### src/rtl/instr_fetch_unit.sv
// Instruction sequencer: owns the PC, fetches over imem req/rvalid, presents decode fields.
// Optional fetch watchdog enabled by defining FETCH_TIMEOUT_EN.
module instr_fetch_unit #(
    parameter int unsigned            ADDR_WIDTH = 32,
    parameter logic [ADDR_WIDTH-1:0]  RESET_PC   = '0,
    parameter int unsigned            PC_STEP    = 4,
    parameter logic [5:0]             HALT_OP    = 6'h3F,
    parameter int unsigned            TIMEOUT    = 16
) (
    input  logic                  clk,
    input  logic                  reset_n,
    output logic                  imem_req,
    output logic [ADDR_WIDTH-1:0] imem_addr,
    input  logic                  imem_rvalid,
    input  logic [31:0]           imem_rdata,
    output logic [5:0]            op_code,
    output logic [5:0]            func_code,
    output logic [15:0]           imm16,
    output logic                  instr_valid,
    input  logic                  PC_WE,
    input  logic                  branch_taken,
    input  logic [ADDR_WIDTH-1:0] branch_target,
    input  logic                  mem_done,
    output logic [ADDR_WIDTH-1:0] pc,
    output logic [15:0]           instr_count,
    output logic                  halted,
    output logic                  fetch_err
);

    typedef enum logic [2:0] {
        S_IDLE,
        S_REQ,
        S_WAIT,
        S_EXEC,
        S_HALT
    } state_t;

    state_t                state_q, state_d;
    logic [ADDR_WIDTH-1:0] pc_q, pc_d;
    logic [31:0]           ir_q, ir_d;
    logic [15:0]           cnt_q, cnt_d;
    logic                  advance;
    logic [ADDR_WIDTH-1:0] next_pc;

    // Branch targets are forced word-aligned; the low bits are deliberately dropped.
    logic unused_target_bits;
    assign unused_target_bits = ^branch_target[1:0];

`ifdef FETCH_TIMEOUT_EN
    localparam int unsigned CW = $clog2(TIMEOUT + 1);
    logic          err_q, err_d;
    logic [CW-1:0] wcnt_q, wcnt_d;
`else
    localparam int unsigned UNUSED_TIMEOUT = TIMEOUT;
`endif

    assign advance = PC_WE || mem_done;
    assign next_pc = branch_taken ? {branch_target[ADDR_WIDTH-1:2], 2'b00}
                                  : pc_q + ADDR_WIDTH'(PC_STEP);

    always_ff @(posedge clk) begin
        if (!reset_n) begin
            state_q <= S_IDLE;
            pc_q    <= RESET_PC;
            ir_q    <= '0;
            cnt_q   <= '0;
`ifdef FETCH_TIMEOUT_EN
            err_q   <= 1'b0;
            wcnt_q  <= '0;
`endif
        end else begin
            state_q <= state_d;
            pc_q    <= pc_d;
            ir_q    <= ir_d;
            cnt_q   <= cnt_d;
`ifdef FETCH_TIMEOUT_EN
            err_q   <= err_d;
            wcnt_q  <= wcnt_d;
`endif
        end
    end

    always_comb begin
        state_d = state_q;
        pc_d    = pc_q;
        ir_d    = ir_q;
        cnt_d   = cnt_q;
`ifdef FETCH_TIMEOUT_EN
        err_d   = err_q;
        wcnt_d  = wcnt_q;
`endif
        unique case (state_q)
            S_IDLE: state_d = S_REQ;
            S_REQ: begin
                state_d = S_WAIT;
`ifdef FETCH_TIMEOUT_EN
                wcnt_d  = '0;
`endif
            end
            S_WAIT: begin
                if (imem_rvalid) begin
                    ir_d    = imem_rdata;
                    state_d = (imem_rdata[31:26] == HALT_OP) ? S_HALT : S_EXEC;
                end
`ifdef FETCH_TIMEOUT_EN
                // Retry the same pc once TIMEOUT wait cycles pass with no response.
                else if (wcnt_q == CW'(TIMEOUT - 1)) begin
                    err_d   = 1'b1;
                    state_d = S_REQ;
                end else begin
                    wcnt_d  = wcnt_q + 1'b1;
                end
`endif
            end
            S_EXEC: begin
                if (advance) begin
                    pc_d    = next_pc;
                    cnt_d   = cnt_q + 16'd1;
                    state_d = S_REQ;
                end
            end
            S_HALT: state_d = S_HALT;
            default: state_d = S_IDLE;
        endcase
    end

    assign imem_req    = (state_q == S_REQ);
    assign imem_addr   = pc_q;
    assign instr_valid = (state_q == S_EXEC);
    assign op_code     = instr_valid ? ir_q[31:26] : '0;
    assign func_code   = instr_valid ? ir_q[5:0]   : '0;
    assign imm16       = instr_valid ? ir_q[15:0]  : '0;
    assign pc          = pc_q;
    assign instr_count = cnt_q;
    assign halted      = (state_q == S_HALT);
`ifdef FETCH_TIMEOUT_EN
    assign fetch_err   = err_q;
`else
    assign fetch_err   = 1'b0;
`endif

endmodule

### config.mk
export PLATFORM = sky130hd
export DESIGN_NAME = instr_fetch_unit
export DESIGN_NICKNAME = d
export VERILOG_FILES = /design/src/rtl/instr_fetch_unit.sv
export SDC_FILE = /design/constraint.sdc
export NUM_CORES = 1
export LEC_CHECK = 0
export CORE_UTILIZATION = 45
export DETAILED_ROUTE_END_ITERATION = 12
export GPL_ROUTABILITY_DRIVEN = 0
export HOLD_SLACK_MARGIN = 0.1
export PLACE_DENSITY = 0.86
export SETUP_SLACK_MARGIN = 0.5
export SKIP_CTS_REPAIR_TIMING = 1
export SYNTH_ARGS = -nofsm -noshare
export SYNTH_HDL_FRONTEND = slang
export SYNTH_SLANG_ARGS = --single-unit
### constraint.sdc
create_clock -name clk -period 3.6 [get_ports clk]
set_clock_uncertainty 0.05 [all_clocks]
set_input_delay 0.36 -clock clk [delete_from_list [all_inputs] [get_ports clk]]
set_output_delay 0.36 -clock clk [all_outputs]
set_load 0.02 [all_outputs]
==> key figures <==
Status
  • Status: finished, final reports clean

Timing
  • Final worst slack: 0.721 ns
  • Fin. Hold Viols: 0
  • Final setup fails: 0
  • Fmax: 347 MHz
  • RSZ-0062 raised after global routing: no
  • Final period util: 80.0%
  • Tmin final: 2.88 ns
  • Slew margin rel.: 30.5%
  • Setup TNS: 0 ns
  • Final Max Tran Viols: 0
  • Worst-Margin Slew: 1.04 ns

Detailed routing
  • WL met2: 5420 um
  • Uppermost routed layer: met4
  • Metal-1 WL: 4560 um
  • Routed len/inst: 15.2 um
  • Drc violations: 0
  • Routed Wire Length: 11200 um
  • Starting DRT DRC Count: 192
  • DR pass1 iterations: 5
  • Via Count: 4139
  • Vias per cell: 5.61
  • Post-route ant nets: 0
  • Met3 wire len: 1040 um

Yosys
  • Sequential fraction of the synthesis area: 35.8%
  • Syn. warnings: 0
  • Top cell type's share of synthesized area: 35.8%
  • Largest cells by area after synthesis: dfxtp_1, buf_4, nand2_1, a21oi_1, nor2_1
  • Synth top cells by count: nand2_1, dfxtp_1, a21oi_1, buf_4, nor2_1
  • Top cell type by total area after synthesis: dfxtp_1
  • Avg Cell Area, Syn: 7.74 um2
  • Asr flop ratio synth: 0%
  • Post-synth EDFFs: 0
  • Cell Area, Synth: 0.00397 mm2
  • Top_reg_cell synth: dfxtp_1
  • Seq cells post-synth: 71
  • Synth unique cells: 62
  • Top-count cell post-synth: nand2_1
  • Mapped Cells: 513

Power and ir drop
  • Cell-internal power: 1.29 mW
  • Total chip power: 1.80 mW
  • Comb pwr share: 16.0%
  • P per Cell Area: 320 mW/mm2
  • Psw: 0.511 mW
  • Max VDD drop: 0.172 mV
  • Net Sw Frac: 28.5%
  • Leakage Power: 1.92 nW
  • Clock share of power: 37.3%
  • Sequential Power Share: 46.7%

CTS
  • Clock Pin Slew Worst Setup and Hold Paths: 0.08 ns
  • CTS sink count: 71
  • Clk Latency, worst-skew pair: 0.35 ns
  • CTS tree: done
  • Clock Path Buffers: 2
  • Root buf cell: clkbuf_8
  • TritonCTS Buffers: 9
  • Htree depth: 3

Final layout
  • Reg area: 0.00142 mm2
  • N_diodes: 0
  • Multi-input gate area: 0.00213 mm2
  • Filler cell count: 686
  • Area growth, synth to finish: 41.3%
  • Share of post-route cells with drive strength above 1: 5.69%
  • Nets@finish: 700

GRT
  • Largest net degree at the start of global routing: 56
  • Vias in the first global route: 3688
  • Initial antenna violation count: 0
  • All-Layer GR Usage: 24.3%
  • Grt total ovfl: 0
  • First-pass GRT wire length: 17400 um

Die
  • FP Rows: 33
  • Starting Density: 47.4%
  • Die area: 0.00920 mm2
  • Die width: 95.9 um
  • Die Y: 95.9 um
  • Core area: 0.00838 mm2
  • Ports: 182

Worst setup path
  • FF-to-FF End: imem_addr[25]
  • CP Max Fanout: 26
  • Flop2flop setup slack: 1.07 ns
  • Critical Path RT: 3.19 ns
  • CP Capture Type: primary output
  • Setup crit start kind: flip-flop
  • CP startpoint: state_q[0]
  • Cells on worst reg2reg path: 7
  • Reg2reg start: state_q[0]
  • Worst EP arrival: 2.47 ns
  • CP Class: reg -> out

Placement
  • Number of buffers added on ports: 164
  • Pre-CTS WS: 1.10 ns
  • Hpwl dp: 7930 um

Worst hold path
  • Min-Delay Startpoint: ir_q[1]
  • HP Class: reg -> reg
  • Worst Hold Path Cells: 2
  • Hold EP: ir_q[1]

Run
  • Max cap viols: 0
-- power by group through the flow --
stage               registers (mW)  logic, mW  clock network, mW
floorplan                    0.861      0.150                  0
global placement             0.855      0.280                  0
detailed placement           0.857      0.286                  0
CTS                          0.838      0.288              0.684
global route                 0.843      0.308              0.723
finish                       0.839      0.287              0.671
-- cell type report --
cell class | instances | area share [%]
Clock inverter | 7 | 1.52
Inverter | 7 | 0.468
Clock buffer | 9 | 2.21
Tap cell | 105 | 2.34
Multi-Input combinational cell | 368 | 38.0
Sequential cell | 71 | 25.3
Timing Repair Buffer | 171 | 30.1
-- worst max-delay path by stage --
stage | to | slack (ns)
floorplan | imem_addr[30] | 1.46
global placement | imem_addr[25] | 1.13
detailed placement | func_code[0] | 1.10
CTS | func_code[0] | 0.70
global route | imm16[0] | 0.54
finish | func_code[1] | 0.72
-- metal layers --
metal | vias up | global-route usage, %
met5 | - | 0
met4 | 0 | 9.70
met3 | 25 | 4.19
met2 | 222 | 41.2
met1 | 1899 | 30.4
li1 | 1993 | -
-- state kept, by name, indices dropped and copies added (netlist names) --
name         cells
imem_addr       30
state_q          3
instr_count     16
ir_q            22
-- stage by stage --
step | instance area (um2) | hold WS (ns) | util [%] | cells
2_1_floorplan | 3990 | 0.382 | - | 517
3_3_place_gp | 5400 | 0.388 | 64.4 | 722
3_5_place_dp | 5400 | 0.393 | 64.4 | 722
4_1_cts | 5610 | 0.404 | 66.9 | 738
5_1_grt | 5610 | 0.430 | 66.9 | 738
6_report | 5610 | 0.404 | 66.9 | 738
-- cell families after synthesis --
| group | count (synthesis) | synth area share (%) |
|---|---|---|
| AND/OR/NAND/NOR | 222 | 28.4 |
| other | 1 | 0.0945 |
| buffers and inverters | 78 | 11.3 |
| multiplexers | 7 | 1.86 |
| flip-flops | 71 | 35.8 |
| adder cells (fa/ha/maj) | 2 | 0.630 |
| AO/OA/AOI/OAI | 121 | 19.5 |
| XOR/XNOR | 11 | 2.43 |
-- placed cells by master (no fill, tap or decap), types with 7 or more instances in the layout --
cell,Yosys,final
o21ai_0,23,23
clkdlybuf4s50_1,0,163
dfxtp_1,71,71
nand3_1,17,17
buf_4,41,7
nand2_1,80,80
a21oi_1,48,48
clkbuf_8,0,9
nor3_1,11,11
nor2_1,41,40
and2_1,24,24
nand4_1,11,11
-- worst max-delay path, cell delays in order (launching register included) --
cell and delay (ns):
dfxtp_1 0.54, nand3b_1 0.20, inv_1 0.50, and2_1 0.27, clkdlybuf4s50_1 0.62
Note: power is estimated with default switching activity, not from simulation.
